==> src/rtl/pipe_ctrl_if.sv <==
// Pipeline-control bundle: stage stall/branch/debug requests in,
// per-register hold vector, IF/ID squash, halt status and perf counters out.
interface pipe_ctrl_if #(
   parameter int CNT_W = 32
);
   logic             stallreq_id;
   logic             stallreq_ex;
   logic             stallreq_mem;
   logic             br;
   logic             halt_req;
   logic             resume_req;
   logic [5:0]       stall;
   logic             flush;
   logic             halted;
   logic [CNT_W-1:0] cyc_cnt;
   logic [CNT_W-1:0] stall_cnt;
   logic [CNT_W-1:0] flush_cnt;

   // Pipeline side: raises requests, consumes hold/squash/status.
   modport master (
      output stallreq_id, stallreq_ex, stallreq_mem, br, halt_req, resume_req,
      input  stall, flush, halted, cyc_cnt, stall_cnt, flush_cnt
   );

   // Controller side.
   modport slave (
      input  stallreq_id, stallreq_ex, stallreq_mem, br, halt_req, resume_req,
      output stall, flush, halted, cyc_cnt, stall_cnt, flush_cnt
   );
endinterface

==> src/rtl/pipe_ctrl.sv <==
// Central 5-stage pipeline controller: merges stage stall requests, squashes
// IF/ID on taken branches, sequences debug halt/drain/resume, counts events.
module pipe_ctrl #(
   parameter int CNT_W     = 32,
   parameter int DRAIN_CYC = 4
) (
   input  logic       clk,
   input  logic       rst,
   pipe_ctrl_if.slave pif
);
   localparam int            DW         = $clog2(DRAIN_CYC + 1);
   localparam logic [DW-1:0] DRAIN_LOAD = DW'(DRAIN_CYC);
   localparam logic [DW-1:0] DRAIN_ONE  = DW'(1);

   typedef enum logic [1:0] {
      ST_RUN    = 2'd0,
      ST_DRAIN  = 2'd1,
      ST_HALTED = 2'd2
   } state_e;

   state_e           state_q, state_d;
   logic [DW-1:0]    drain_cnt_q, drain_cnt_d;
   logic [CNT_W-1:0] cyc_cnt_q, cyc_cnt_d;
   logic [CNT_W-1:0] stall_cnt_q, stall_cnt_d;
   logic [CNT_W-1:0] flush_cnt_q, flush_cnt_d;

   logic [5:0] req_v;
   logic [5:0] base_v;
   logic [5:0] stall;
   logic       flush;

   function automatic logic [CNT_W-1:0] sat_inc(input logic [CNT_W-1:0] v,
                                                input logic en);
      if (en && (v != {CNT_W{1'b1}}))
         return v + CNT_W'(1);
      return v;
   endfunction

   // Deeper stage wins: holding a later register must also hold all earlier ones.
   always_comb begin
      req_v = 6'b000000;
      if (pif.stallreq_mem)
         req_v = 6'b011111;
      else if (pif.stallreq_ex)
         req_v = 6'b001111;
      else if (pif.stallreq_id)
         req_v = 6'b000111;
   end

   // DRAIN freezes PC and IF/ID so older instructions retire behind bubbles.
   always_comb begin
      base_v = 6'b000000;
      case (state_q)
         ST_RUN:    base_v = 6'b000000;
         ST_DRAIN:  base_v = 6'b000011;
         ST_HALTED: base_v = 6'b111111;
         default:   base_v = 6'b000000;
      endcase
      stall = base_v | req_v;
      // A branch resolved under any stall request saw stale operands.
      flush = pif.br && (state_q == ST_RUN) && (req_v == 6'b000000);
   end

   always_comb begin
      state_d     = state_q;
      drain_cnt_d = drain_cnt_q;
      case (state_q)
         ST_RUN: begin
            if (pif.halt_req) begin
               state_d     = ST_DRAIN;
               drain_cnt_d = DRAIN_LOAD;
            end
         end
         ST_DRAIN: begin
            // Only advancing cycles retire instructions toward WB.
            if (req_v == 6'b000000) begin
               if (drain_cnt_q <= DRAIN_ONE) begin
                  drain_cnt_d = '0;
                  state_d     = ST_HALTED;
               end else begin
                  drain_cnt_d = drain_cnt_q - DRAIN_ONE;
               end
            end
         end
         ST_HALTED: begin
            if (pif.resume_req)
               state_d = ST_RUN;
         end
         default: begin
            state_d     = ST_RUN;
            drain_cnt_d = '0;
         end
      endcase
   end

   always_comb begin
      cyc_cnt_d   = sat_inc(cyc_cnt_q, 1'b1);
      stall_cnt_d = sat_inc(stall_cnt_q, (state_q == ST_RUN) && stall[0]);
      flush_cnt_d = sat_inc(flush_cnt_q, flush);
   end

   always_ff @(posedge clk) begin
      if (rst) begin
         state_q     <= ST_RUN;
         drain_cnt_q <= '0;
         cyc_cnt_q   <= '0;
         stall_cnt_q <= '0;
         flush_cnt_q <= '0;
      end else begin
         state_q     <= state_d;
         drain_cnt_q <= drain_cnt_d;
         cyc_cnt_q   <= cyc_cnt_d;
         stall_cnt_q <= stall_cnt_d;
         flush_cnt_q <= flush_cnt_d;
      end
   end

   assign pif.stall     = stall;
   assign pif.flush     = flush;
   assign pif.halted    = (state_q == ST_HALTED);
   assign pif.cyc_cnt   = cyc_cnt_q;
   assign pif.stall_cnt = stall_cnt_q;
   assign pif.flush_cnt = flush_cnt_q;
endmodule

==> src/flat_wrapper.sv <==
// flat-port wrapper written by rule: the top's interface ports become plain ports
module pipe_ctrl_flat 
#(
   parameter int CNT_W     = 32,
   parameter int DRAIN_CYC = 4
)
  (clk, rst, pif_stallreq_id, pif_stallreq_ex, pif_stallreq_mem, pif_br, pif_halt_req, pif_resume_req, pif_stall, pif_flush, pif_halted, pif_cyc_cnt, pif_stall_cnt, pif_flush_cnt);
  pipe_ctrl_if #(.CNT_W(CNT_W)) pif_i ();
  input  logic clk;
  input  logic rst;
  input wire logic [$bits(pif_i.stallreq_id)-1:0] pif_stallreq_id;
  input wire logic [$bits(pif_i.stallreq_ex)-1:0] pif_stallreq_ex;
  input wire logic [$bits(pif_i.stallreq_mem)-1:0] pif_stallreq_mem;
  input wire logic [$bits(pif_i.br)-1:0] pif_br;
  input wire logic [$bits(pif_i.halt_req)-1:0] pif_halt_req;
  input wire logic [$bits(pif_i.resume_req)-1:0] pif_resume_req;
  output wire logic [$bits(pif_i.stall)-1:0] pif_stall;
  output wire logic [$bits(pif_i.flush)-1:0] pif_flush;
  output wire logic [$bits(pif_i.halted)-1:0] pif_halted;
  output wire logic [$bits(pif_i.cyc_cnt)-1:0] pif_cyc_cnt;
  output wire logic [$bits(pif_i.stall_cnt)-1:0] pif_stall_cnt;
  output wire logic [$bits(pif_i.flush_cnt)-1:0] pif_flush_cnt;
  assign pif_i.stallreq_id = pif_stallreq_id;
  assign pif_i.stallreq_ex = pif_stallreq_ex;
  assign pif_i.stallreq_mem = pif_stallreq_mem;
  assign pif_i.br = pif_br;
  assign pif_i.halt_req = pif_halt_req;
  assign pif_i.resume_req = pif_resume_req;
  assign pif_stall = pif_i.stall;
  assign pif_flush = pif_i.flush;
  assign pif_halted = pif_i.halted;
  assign pif_cyc_cnt = pif_i.cyc_cnt;
  assign pif_stall_cnt = pif_i.stall_cnt;
  assign pif_flush_cnt = pif_i.flush_cnt;
  pipe_ctrl #(.CNT_W(CNT_W), .DRAIN_CYC(DRAIN_CYC)) u_core (.clk(clk), .rst(rst), .pif(pif_i));
endmodule
==> config.mk <==
export PLATFORM = sky130hd
export DESIGN_NAME = pipe_ctrl_flat
export DESIGN_NICKNAME = d
export VERILOG_FILES = /design/src/rtl/pipe_ctrl_if.sv /design/src/rtl/pipe_ctrl.sv /design/src/flat_wrapper.sv
export SDC_FILE = /design/constraint.sdc
export NUM_CORES = 1
export LEC_CHECK = 0
export BUFFER_PORTS_ARGS = -buffer_cell sky130_fd_sc_hd__clkbuf_2
export CAP_MARGIN = 0
export CORE_MARGIN = 3
export CORE_UTILIZATION = 40
export CTS_BUF_LIST = sky130_fd_sc_hd__clkbuf_4 sky130_fd_sc_hd__clkbuf_8 sky130_fd_sc_hd__clkbuf_16
export DETAILED_ROUTE_END_ITERATION = 16
export PLACE_DENSITY_LB_ADDON = 0.15
export SYNTH_ARGS = -nofsm -noshare
export SYNTH_HDL_FRONTEND = slang
export SYNTH_SLANG_ARGS = --single-unit
export TNS_END_PERCENT = 10
==> constraint.sdc <==
create_clock -name clk -period 1.99 [get_ports clk]
set_input_delay 0.398 -clock clk [delete_from_list [all_inputs] [get_ports clk]]
set_output_delay 0.398 -clock clk [all_outputs]
set_load 0.01 [all_outputs]
==> results of run 1 <==
==> metrics by stage <==
stage / utilization / cell area, um^2 / power [W] / instances
finish: 0.592 / 7540 / 0.00481 / 1028
global route: 0.592 / 7540 / 0.00498 / 1028
CTS: 0.576 / 7330 / 0.00480 / 1024
detailed placement: 0.545 / 6930 / 0.00283 / 1007
global placement: 0.545 / 6930 / 0.00281 / 1007
floorplan: - / 5300 / 0.00257 / 617
==> kinds of logic (layout without fill, tap and decap cells) <==
logic type | Yosys count | in the layout | synth area share
compound gates | 147 | 147 | 0.179
xor+xnor | 30 | 30 | 0.0500
fa+ha+maj | 10 | 10 | 0.0238
buf+inv | 36 | 275 | 0.0293
flops | 101 | 101 | 0.384
mux | 10 | 10 | 0.0202
simple gates | 283 | 283 | 0.313
==> power by group <==
group | internal [W] | switching (W)
sequential | 0.00208 | 0.0000361
combinational | 0.000386 | 0.000417
clock | 0.00112 | 0.000777
==> worst min path at each step <==
stage | startpoint | end | slack [ps]
after CTS | rst | u_core.pif.stall_cnt[12] | 460
after global routing | rst | u_core.pif.stall_cnt[0] | 490
final | rst | u_core.pif.stall_cnt[12] | 470
after detailed placement | u_core.drain_cnt_q[2] | u_core.drain_cnt_q[2] | 490
after floorplan | u_core.drain_cnt_q[2] | u_core.drain_cnt_q[2] | 460
after global placement | u_core.drain_cnt_q[2] | u_core.drain_cnt_q[2] | 490
==> state kept, by name, summed over array words and instances, names as in the netlist <==
| signal | count |
|---|---|
| u_core.pif.flush_cnt | 32 |
| u_core.pif.stall_cnt | 32 |
| u_core.pif.cyc_cnt | 32 |
| u_core.state_q | 2 |
| u_core.drain_cnt_q | 3 |
==> layout make-up <==
| cell class | instances | area (um^2) |
|---|---|---|
| fillers | 1195 | 5190 |
| multi-input cells | 480 | 3340 |
| flip-flops and latches | 101 | 2030 |
| repair buffers | 245 | 1580 |
| clock buffers | 10 | 239 |
| well taps | 172 | 215 |
| clock inverters | 5 | 75.1 |
| inverters | 15 | 56.3 |
==> metal layers <==
layer	GRT usage	part of all wire
met2	0.349	0.48
met3	0.0379	0.044
met4	0.0722	0.018
met1	0.260	0.46
met5	0	0
==> layout by cell type (no fill, tap or decap), drive strengths merged, types with 31 or more instances in the layout <==
cell type,n
a21oi,54
buf,136
clkbuf,119
dfxtp,101
nand2,40
nand3,32
nand4,31
nor2,53
o21ai,36
or3,41
==> timing repair <==
action	CTS	global route
pin swaps	4	20
gates resized for setup	15	46
setup buffers	2	4
setup endpoints to repair	36	67
endpoints found under the hold margin	0	0
==> run_summary.xml, run 1 <==
<?xml version="1.0" encoding="UTF-8"?>
<metrics>
  <group name="placed_design">
    <metric name="detailedPlacementHpwl" unit="um">11400</metric>
    <metric name="gp_congestion" unit="">0.826</metric>
    <metric name="io_buffer_count" unit="">111</metric>
    <metric name="post-place-ws" unit="ps">-281</metric>
  </group>
  <group name="power_and_ir_drop">
    <metric name="total_leakage_power" unit="nW">2.93</metric>
    <metric name="power_density" unit="nW/um^2">639</metric>
    <metric name="irDropWorstVdd" unit="mV">0.355</metric>
  </group>
  <group name="global_route">
    <metric name="grt_overflow" unit="">0</metric>
    <metric name="via_count_of_the_first_global_routing_pass" unit="">5349</metric>
    <metric name="grt_start_max_net_pins" unit="">39</metric>
    <metric name="globalRouteTotalUtil" unit="">0.205</metric>
    <metric name="initial_antenna_violation_count" unit="">0</metric>
    <metric name="first_pass_grt_wire_length" unit="um">24700</metric>
  </group>
  <group name="clock_network">
    <metric name="worst_setup_hold_path_clk_slew" unit="ps">70</metric>
    <metric name="number_of_cts_inserted_buffers" unit="">9</metric>
    <metric name="clock_sink_count" unit="">101</metric>
    <metric name="clock_insertion_delay_worst_skew" unit="ps">350</metric>
    <metric name="clockRootBuffer" unit="">clkbuf_16</metric>
    <metric name="depth_of_the_cts_h_tree" unit="">3</metric>
    <metric name="cts_buffer_depth" unit="">2</metric>
    <metric name="post_cts_hold_buffer_count" unit="">0</metric>
    <metric name="clock_tree_from_tritoncts" unit="">done</metric>
  </group>
  <group name="critical_path">
    <metric name="cp.required" unit="ps">1590</metric>
    <metric name="path_delay_family" unit="">simple AND/OR/NAND/NOR gates</metric>
    <metric name="instance_count_on_the_critical_path" unit="">6</metric>
    <metric name="critPathCapture" unit="">pif_stall[2]</metric>
    <metric name="critical-path-slowest-cell" unit="">dfxtp_2</metric>
    <metric name="critical_path.max_fanout" unit="">3</metric>
    <metric name="reg2reg_from" unit="">u_core.state_q[0]</metric>
    <metric name="r2r_end" unit="">u_core.pif.stall_cnt[29]</metric>
    <metric name="cp_slowest_stage_delay" unit="ps">340</metric>
    <metric name="critical_path.most_common_cell" unit="">buf_6</metric>
    <metric name="timing.reg2reg.setup_slack" unit="ps">-50</metric>
    <metric name="critPathLaunch" unit="">u_core.state_q[0]</metric>
    <metric name="start_kind" unit="">flop</metric>
    <metric name="setup.worst_path.end_class" unit="">output port</metric>
    <metric name="r2r.worst_path.cells" unit="">7</metric>
    <metric name="timing.setup.critical_path_class" unit="">flop to output port</metric>
    <metric name="cp_cell_sequence" unit="">inv_2 &gt; buf_6 &gt; ha_4 &gt; or3_4 &gt; or2_4 &gt; buf_6</metric>
    <metric name="cp_num_buf_inv" unit="">3</metric>
    <metric name="crit_arrival" unit="ps">1700</metric>
  </group>
  <group name="sta">
    <metric name="setup_viol" unit="">2</metric>
    <metric name="totalNegativeSetupSlack" unit="ps">-165</metric>
    <metric name="max-slew-margin-rel" unit="">0.698</metric>
    <metric name="setup_slack" unit="ps">-112</metric>
    <metric name="timing.final.crit_period" unit="ps">2100</metric>
    <metric name="finalMaxSlewViolations" unit="">0</metric>
    <metric name="timing.fmax" unit="MHz">476</metric>
    <metric name="finalCritPeriodShare" unit="">1.06</metric>
    <metric name="rsz_0062_raised_after_global_routing" unit="">yes</metric>
    <metric name="timing_worst_slew_pin_value" unit="ps">452</metric>
    <metric name="hold_viol_final" unit="">0</metric>
    <metric name="whs" unit="ps">474</metric>
    <metric name="skew" unit="ps">10.5</metric>
  </group>
  <group name="yosys">
    <metric name="seq_area_frac_synth" unit="">0.384</metric>
    <metric name="synthesis.area" unit="um^2">5260</metric>
    <metric name="netlist_top_cells_count" unit="">101 x dfxtp_1, 54 x a21oi_1, 52 x nor2_1, 41 x or3_1, 39 x nand2_1</metric>
    <metric name="syn_nets" unit="">635</metric>
    <metric name="netlist_top_cells_area" unit="">dfxtp_1 38%, a21oi_1 5.1%, or3_1 4.9%</metric>
    <metric name="most_frequently_used_cell_type_in_the_post_synthesis_netlist" unit="">dfxtp_1</metric>
    <metric name="synth_area_leader_cell" unit="">dfxtp_1</metric>
    <metric name="count_of_different_cell_masters_after_synthesis" unit="">54</metric>
    <metric name="synth_top_area_share" unit="">0.384</metric>
    <metric name="yosysWarningCount" unit="">0</metric>
    <metric name="yosys_register_bits" unit="">101</metric>
    <metric name="synth_async_sr_flop_share" unit="">0</metric>
    <metric name="avgSynthCellArea" unit="um^2">8.53</metric>
    <metric name="synth-edff-count" unit="">0</metric>
    <metric name="synthesis.instances" unit="">617</metric>
    <metric name="postSynth.topFlopCell" unit="">dfxtp_1</metric>
  </group>
  <group name="floorplan">
    <metric name="floorplan.io_pins" unit="">112</metric>
    <metric name="placement_rows" unit="">41</metric>
    <metric name="floorplan.initialDensity" unit="">0.413</metric>
    <metric name="fp.dieArea" unit="um^2">14600</metric>
    <metric name="die_h" unit="um">121</metric>
    <metric name="core_area" unit="um^2">12700</metric>
    <metric name="die_w" unit="um">121</metric>
  </group>
  <group name="drt">
    <metric name="remaining_drc_errors" unit="">0</metric>
    <metric name="viasPerCell" unit="">5.51</metric>
    <metric name="route.final.wire_length" unit="um">15600</metric>
    <metric name="routed_wire_length_per_instance" unit="um">15.1</metric>
    <metric name="drtIter0Drc" unit="">215</metric>
    <metric name="ant_nets" unit="">0</metric>
    <metric name="routed-via-count" unit="">5663</metric>
    <metric name="first_pass_iteration_count_of_the_detailed_router" unit="">4</metric>
  </group>
  <group name="cells_and_area">
    <metric name="nets" unit="">870</metric>
    <metric name="synthToLayoutAreaGrowth" unit="%">43.3</metric>
    <metric name="final_layout_size_suffix_gt1_frac" unit="">0.396</metric>
    <metric name="antenna-diode-count" unit="">0</metric>
  </group>
  <group name="outcome">
    <metric name="failed_checks" unit="">negative setup slack</metric>
    <metric name="status" unit="">finished, violations left</metric>
  </group>
  <group name="worst_hold_path">
    <metric name="hp-class" unit="">primary input to flop</metric>
    <metric name="holdPathStages" unit="">2</metric>
  </group>
  <group name="run">
    <metric name="drv.max_cap_violation_count" unit="">0</metric>
  </group>
</metrics>
Note: power is estimated with default switching activity, not from simulation.
==> run 2, diff against run 1 <==
--- a/config.mk
+++ b/config.mk
@@ -12,6 +12,7 @@
 export CTS_BUF_LIST = sky130_fd_sc_hd__clkbuf_4 sky130_fd_sc_hd__clkbuf_8 sky130_fd_sc_hd__clkbuf_16
 export DETAILED_ROUTE_END_ITERATION = 16
 export PLACE_DENSITY_LB_ADDON = 0.15
+export REMOVE_ABC_BUFFERS = 1
 export SYNTH_ARGS = -nofsm -noshare
 export SYNTH_HDL_FRONTEND = slang
 export SYNTH_SLANG_ARGS = --single-unit
==> run_summary.xml, run 2 (same netlist as run 1, synthesis figures left out) <==
<?xml version="1.0" encoding="UTF-8"?>
<metrics>
  <group name="clock_network">
    <metric name="cts_buffer_depth" unit="">2</metric>
    <metric name="depth_of_the_cts_h_tree" unit="">3</metric>
    <metric name="clockRootBuffer" unit="">clkbuf_16</metric>
    <metric name="worst_setup_hold_path_clk_slew" unit="ps">60</metric>
    <metric name="post_cts_hold_buffer_count" unit="">0</metric>
    <metric name="number_of_cts_inserted_buffers" unit="">9</metric>
    <metric name="clock_insertion_delay_worst_skew" unit="ps">340</metric>
    <metric name="clock_tree_from_tritoncts" unit="">done</metric>
    <metric name="clock_sink_count" unit="">101</metric>
  </group>
  <group name="worst_hold_path">
    <metric name="hp-class" unit="">primary input to flop</metric>
    <metric name="holdPathStages" unit="">2</metric>
    <metric name="min_to" unit="">u_core.pif.stall_cnt[18]</metric>
    <metric name="hold_path_startpoint" unit="">rst</metric>
  </group>
  <group name="critical_path">
    <metric name="timing.setup.critical_path_class" unit="">flop to output port</metric>
    <metric name="r2r_end" unit="">u_core.pif.stall_cnt[20]</metric>
    <metric name="reg2reg_from" unit="">u_core.state_q[0]</metric>
    <metric name="cp_slowest_stage_delay" unit="ps">340</metric>
    <metric name="setup.worst_path.end_class" unit="">output port</metric>
    <metric name="cp_cell_sequence" unit="">inv_2 &gt; buf_6 &gt; ha_4 &gt; or3_4 &gt; or2_4 &gt; buf_6</metric>
    <metric name="cp_num_buf_inv" unit="">3</metric>
    <metric name="critical_path.most_common_cell" unit="">buf_6</metric>
    <metric name="critical-path-slowest-cell" unit="">dfxtp_2</metric>
    <metric name="cp.required" unit="ps">1590</metric>
    <metric name="critical_path.max_fanout" unit="">3</metric>
    <metric name="r2r.worst_path.cells" unit="">7</metric>
    <metric name="path_delay_family" unit="">simple AND/OR/NAND/NOR gates</metric>
    <metric name="crit_arrival" unit="ps">1710</metric>
    <metric name="start_kind" unit="">flop</metric>
    <metric name="timing.reg2reg.setup_slack" unit="ps">-70</metric>
  </group>
  <group name="cells_and_area">
    <metric name="synthToLayoutAreaGrowth" unit="%">41.0</metric>
    <metric name="antenna-diode-count" unit="">0</metric>
    <metric name="nets" unit="">866</metric>
    <metric name="layout_commonest_cell" unit="">buf_4</metric>
    <metric name="final_instance_count_without_filler_cells" unit="">1022</metric>
    <metric name="final_layout_size_suffix_gt1_frac" unit="">0.378</metric>
    <metric name="final_cell_mix" unit="">129 x buf_4, 109 x clkbuf_2, 98 x dfxtp_1, 53 x a21oi_1, 51 x nor2_1</metric>
    <metric name="postLayoutCellArea" unit="um^2">7420</metric>
    <metric name="filler_cell_count" unit="">1200</metric>
  </group>
  <group name="sta">
    <metric name="timing.fmax" unit="MHz">475</metric>
    <metric name="whs" unit="ps">463</metric>
    <metric name="totalNegativeSetupSlack" unit="ps">-233</metric>
    <metric name="hold_viol_final" unit="">0</metric>
    <metric name="max-slew-margin-rel" unit="">0.700</metric>
    <metric name="finalCritPeriodShare" unit="">1.06</metric>
    <metric name="rsz_0062_raised_after_global_routing" unit="">yes</metric>
    <metric name="timing_worst_slew_pin_value" unit="ps">449</metric>
    <metric name="timing.final.crit_period" unit="ps">2110</metric>
    <metric name="finalMaxSlewViolations" unit="">0</metric>
    <metric name="setup_slack" unit="ps">-117</metric>
    <metric name="setup_viol" unit="">5</metric>
    <metric name="skew" unit="ps">10.1</metric>
  </group>
  <group name="global_route">
    <metric name="grt_overflow" unit="">0</metric>
    <metric name="first_pass_grt_wire_length" unit="um">24900</metric>
    <metric name="initial_antenna_violation_count" unit="">0</metric>
    <metric name="globalRouteTotalUtil" unit="">0.207</metric>
    <metric name="grt_start_max_net_pins" unit="">35</metric>
    <metric name="via_count_of_the_first_global_routing_pass" unit="">5245</metric>
  </group>
  <group name="placed_design">
    <metric name="io_buffer_count" unit="">111</metric>
    <metric name="post-place-ws" unit="ps">-278</metric>
    <metric name="placed_inst_area" unit="um^2">6890</metric>
    <metric name="gp_congestion" unit="">0.858</metric>
    <metric name="place.detailed.instances" unit="">1005</metric>
    <metric name="detailedPlacementHpwl" unit="um">11300</metric>
  </group>
  <group name="drt">
    <metric name="drtIter0Drc" unit="">342</metric>
    <metric name="remaining_drc_errors" unit="">0</metric>
    <metric name="viasPerCell" unit="">5.47</metric>
    <metric name="first_pass_iteration_count_of_the_detailed_router" unit="">5</metric>
    <metric name="ant_nets" unit="">0</metric>
    <metric name="routed-via-count" unit="">5590</metric>
    <metric name="routed_wire_length_per_instance" unit="um">14.9</metric>
    <metric name="route.final.wire_length" unit="um">15200</metric>
  </group>
  <group name="floorplan">
    <metric name="floorplan.io_pins" unit="">112</metric>
    <metric name="placement_rows" unit="">41</metric>
    <metric name="fp.dieArea" unit="um^2">14600</metric>
    <metric name="floorplan.initialDensity" unit="">0.413</metric>
    <metric name="die_h" unit="um">121</metric>
    <metric name="core_area" unit="um^2">12700</metric>
    <metric name="die_w" unit="um">121</metric>
  </group>
  <group name="power_and_ir_drop">
    <metric name="power_density" unit="nW/um^2">626</metric>
    <metric name="total_leakage_power" unit="nW">2.89</metric>
    <metric name="irDropWorstVdd" unit="mV">0.413</metric>
  </group>
  <group name="outcome">
    <metric name="status" unit="">finished, violations left</metric>
    <metric name="failed_checks" unit="">negative setup slack</metric>
  </group>
  <group name="run">
    <metric name="drv.max_cap_violation_count" unit="">0</metric>
  </group>
</metrics>
run 2: power by group:
part | internal [W] | leakage (nW) | switching [W] | total (W)
clock network | 0.00102 | 0.143 | 0.000729 | 0.00175
registers | 0.00208 | 0.816 | 0.0000348 | 0.00211
logic | 0.000383 | 1.93 | 0.000402 | 0.000785
total | 0.00348 | 2.89 | 0.00117 | 0.00464
run 2: worst max path at each step:
stage	startpoint	end	depth (start not counted)
2_1_floorplan	u_core.pif.stall_cnt[10]	u_core.pif.stall_cnt[29]	5
3_3_place_gp	pif_stallreq_ex	u_core.pif.flush_cnt[27]	6
3_5_place_dp	pif_stallreq_ex	u_core.pif.flush_cnt[19]	6
4_1_cts	u_core.state_q[0]	pif_stall[2]	6
5_1_grt	u_core.state_q[0]	u_core.pif.stall_cnt[20]	7
6_report	u_core.state_q[0]	pif_stall[2]	6
run 2: area by class of cell:
cell class,instances,area [um^2],area share
well taps,172,215,0.0290
clock inverters,2,35.0,0.00472
clock buffers,11,253,0.0341
multi-input cells,480,3280,0.442
repair buffers,241,1560,0.210
inverters,15,56.3,0.00759
flip-flops and latches,101,2030,0.273
run 2: timing repair:
action,CTS,global route
pin swaps,4,15
endpoints found under the setup margin,33,63
setup buffers,2,2
resized for setup,19,33
gates cloned,0,0
run 2: worst register-to-register path, delay by kind of cell, from the launching register on:
family | cells | cell delay [ps]
and+or+nand+nor | 2 | 670
adders and majority gates | 1 | 260
AOI/OAI and AO/OA | 3 | 680
buffers and inverters | 1 | 60
DFF | 1 | 340
run 2: stage by stage:
step	power, W	util
2_1_floorplan	0.00253	-
3_3_place_gp	0.00281	0.542
3_5_place_dp	0.00283	0.542
4_1_cts	0.00464	0.572
5_1_grt	0.00485	0.583
6_report	0.00464	0.583
run 2: routing by layer:
metal	vias up	wire length, um	share of wire	global-route usage
met2	136	7440	0.49	0.349
met4	0	138	0.0091	0.0496
met3	13	830	0.055	0.0505
li1	2789	-	-	-
met5	-	0	0	0
met1	2652	6780	0.45	0.268
==> run 3, diff against run 2 <==
--- a/config.mk
+++ b/config.mk
@@ -8,7 +8,7 @@
 export BUFFER_PORTS_ARGS = -buffer_cell sky130_fd_sc_hd__clkbuf_2
 export CAP_MARGIN = 0
 export CORE_MARGIN = 3
-export CORE_UTILIZATION = 40
+export CORE_UTILIZATION = 49
 export CTS_BUF_LIST = sky130_fd_sc_hd__clkbuf_4 sky130_fd_sc_hd__clkbuf_8 sky130_fd_sc_hd__clkbuf_16
 export DETAILED_ROUTE_END_ITERATION = 16
 export PLACE_DENSITY_LB_ADDON = 0.15
==> constraint.sdc (replaced) <==
create_clock -name clk -period 2.2 [get_ports clk]
set_input_delay 0.44 -clock clk [delete_from_list [all_inputs] [get_ports clk]]
set_output_delay 0.44 -clock clk [all_outputs]
set_load 0.01 [all_outputs]
==> run_summary.xml, run 3 (same netlist as run 1, synthesis figures left out) <==
<?xml version="1.0" encoding="UTF-8"?>
<metrics>
  <group name="outcome">
    <metric name="status" unit="">complete, no violations</metric>
  </group>
  <group name="power_and_ir_drop">
    <metric name="sequentialPowerShare" unit="">0.529</metric>
    <metric name="p_clk_frac" unit="">0.325</metric>
    <metric name="power.switching_fraction" unit="">0.264</metric>
    <metric name="share_comb_of_total_power" unit="">0.146</metric>
    <metric name="total_leakage_power" unit="nW">2.43</metric>
    <metric name="netSwitchingPower" unit="W">0.000957</metric>
    <metric name="irDropWorstVdd" unit="mV">0.282</metric>
    <metric name="cell_internal_power" unit="W">0.00267</metric>
    <metric name="power_density" unit="nW/um^2">555</metric>
  </group>
  <group name="placed_design">
    <metric name="detailedPlacementHpwl" unit="um">10300</metric>
    <metric name="gp_congestion" unit="">0.837</metric>
    <metric name="io_buffer_count" unit="">111</metric>
  </group>
  <group name="sta">
    <metric name="rsz_0062_raised_after_global_routing" unit="">yes</metric>
    <metric name="totalNegativeSetupSlack" unit="ps">0</metric>
    <metric name="finalMaxSlewViolations" unit="">0</metric>
    <metric name="timing.final.crit_period" unit="ps">2170</metric>
    <metric name="skew" unit="ps">9.86</metric>
    <metric name="timing.fmax" unit="MHz">461</metric>
    <metric name="max-slew-margin-rel" unit="">0.600</metric>
    <metric name="finalCritPeriodShare" unit="">0.986</metric>
    <metric name="hold_viol_final" unit="">0</metric>
    <metric name="timing_worst_slew_pin_value" unit="ps">592</metric>
    <metric name="setup_viol" unit="">0</metric>
    <metric name="whs" unit="ps">440</metric>
  </group>
  <group name="global_route">
    <metric name="via_count_of_the_first_global_routing_pass" unit="">5005</metric>
    <metric name="first_pass_grt_wire_length" unit="um">22600</metric>
    <metric name="grt.busiest_layer" unit="">met2</metric>
    <metric name="grt_start_max_net_pins" unit="">35</metric>
    <metric name="globalRouteMet3Util" unit="">0.0493</metric>
    <metric name="grt_util_met2" unit="">0.393</metric>
    <metric name="use_met1" unit="">0.293</metric>
    <metric name="globalRouteTotalUtil" unit="">0.229</metric>
    <metric name="initial_antenna_violation_count" unit="">0</metric>
    <metric name="grt_overflow" unit="">0</metric>
  </group>
  <group name="clock_network">
    <metric name="clock_tree_from_tritoncts" unit="">done</metric>
    <metric name="worst_setup_hold_path_clk_slew" unit="ps">90</metric>
    <metric name="cts_buffer_depth" unit="">2</metric>
    <metric name="number_of_cts_inserted_buffers" unit="">9</metric>
    <metric name="clockRootBuffer" unit="">clkbuf_8</metric>
    <metric name="depth_of_the_cts_h_tree" unit="">3</metric>
    <metric name="clock_insertion_delay_worst_skew" unit="ps">360</metric>
    <metric name="clock_sink_count" unit="">101</metric>
  </group>
  <group name="critical_path">
    <metric name="start_kind" unit="">flop</metric>
    <metric name="r2r.worst_path.cells" unit="">7</metric>
    <metric name="setup.worst_path.end_class" unit="">output port</metric>
    <metric name="crit_arrival" unit="ps">1730</metric>
    <metric name="timing.setup.critical_path_class" unit="">flop to output port</metric>
    <metric name="cp.required" unit="ps">1760</metric>
    <metric name="critical_path.max_fanout" unit="">4</metric>
  </group>
  <group name="cells_and_area">
    <metric name="layout_commonest_cell" unit="">clkbuf_2</metric>
    <metric name="synthToLayoutAreaGrowth" unit="%">24.5</metric>
    <metric name="final_layout_size_suffix_gt1_frac" unit="">0.285</metric>
    <metric name="antenna-diode-count" unit="">0</metric>
    <metric name="final_cell_mix" unit="">110 x clkbuf_2, 100 x dfxtp_1, 55 x buf_4, 54 x a21oi_1, 52 x nor2_1</metric>
    <metric name="nets" unit="">791</metric>
    <metric name="postLayoutCoreUtil" unit="">0.631</metric>
  </group>
  <group name="worst_hold_path">
    <metric name="hp-class" unit="">primary input to flop</metric>
    <metric name="holdPathStages" unit="">2</metric>
  </group>
  <group name="drt">
    <metric name="ant_nets" unit="">0</metric>
    <metric name="drtIter0Drc" unit="">287</metric>
    <metric name="first_pass_iteration_count_of_the_detailed_router" unit="">4</metric>
    <metric name="viasPerCell" unit="">5.83</metric>
    <metric name="routed_wire_length_per_instance" unit="um">15.1</metric>
    <metric name="remaining_drc_errors" unit="">0</metric>
    <metric name="routed-via-count" unit="">5313</metric>
    <metric name="route.final.wire_length" unit="um">13800</metric>
  </group>
  <group name="floorplan">
    <metric name="floorplan.initialDensity" unit="">0.507</metric>
    <metric name="floorplan.io_pins" unit="">112</metric>
    <metric name="core_area" unit="um^2">10400</metric>
    <metric name="fp.dieArea" unit="um^2">12000</metric>
    <metric name="placement_rows" unit="">37</metric>
    <metric name="die_h" unit="um">110</metric>
    <metric name="die_w" unit="um">110</metric>
  </group>
  <group name="run">
    <metric name="drv.max_cap_violation_count" unit="">0</metric>
  </group>
</metrics>
[run 3: path summary, 6_finish.rpt]
check	from	endpoint	slack [ps]
worst min register to register	u_core.pif.cyc_cnt[31]	u_core.pif.cyc_cnt[31]	510
worst min-delay path	rst	u_core.pif.stall_cnt[24]	440
worst max-delay path	u_core.state_q[0]	pif_stall[2]	30
worst max register to register	u_core.state_q[1]	u_core.pif.stall_cnt[20]	50
[run 3: layout make-up]
type                    count  area, um^2
fillers                   957        3820
repair buffers            166         975
clock buffers              12         153
well taps                 136         170
flip-flops and latches    101        2020
multi-input cells         480        3130
inverters                  15        56.3
clock inverters             2        35.0
[run 3: through the flow]
stage / std cells / power [W] / instance area (um^2) / worst slack, ps
after floorplan: 596 / 0.00229 / 5160 / -6.49
after global placement: 897 / 0.00244 / 6300 / -46.1
after detailed placement: 897 / 0.00247 / 6300 / -95.2
after CTS: 912 / 0.00367 / 6490 / -9.83
after global routing: 912 / 0.00382 / 6550 / -104
final: 912 / 0.00363 / 6550 / 30.8
[run 3: power by group through the flow]
stage	registers, W	logic [W]	clock network (W)
global route	0.00193	0.000599	0.00129
global placement	0.00196	0.000486	0
floorplan	0.00196	0.000324	0
detailed placement	0.00196	0.000507	0
CTS	0.00192	0.000527	0.00122
finish	0.00192	0.000532	0.00118
[run 3: timing repair]
item	in CTS	in global routing
setup buffers	1	0
pin swaps	0	3
hold buffers	0	0
resized for setup	2	11
setup endpoints to repair	2	27
hold endpoints to repair	0	0
[run 3: worst max-delay path, cell delays in order, from the launching register on]
cell	delay [ps]
dfxtp_2	340
inv_1	80
ha_2	200
or3_1	320
or2_2	290
clkbuf_2	140
[run 3: layer usage]
metal | up-vias | wire [um] | share of wire
li1 | 2641 | - | -
met1 | 2555 | 6220 | 0.45
met2 | 108 | 6800 | 0.49
met3 | 9 | 678 | 0.049
met4 | 0 | 95 | 0.0069
met5 | - | 0 | 0
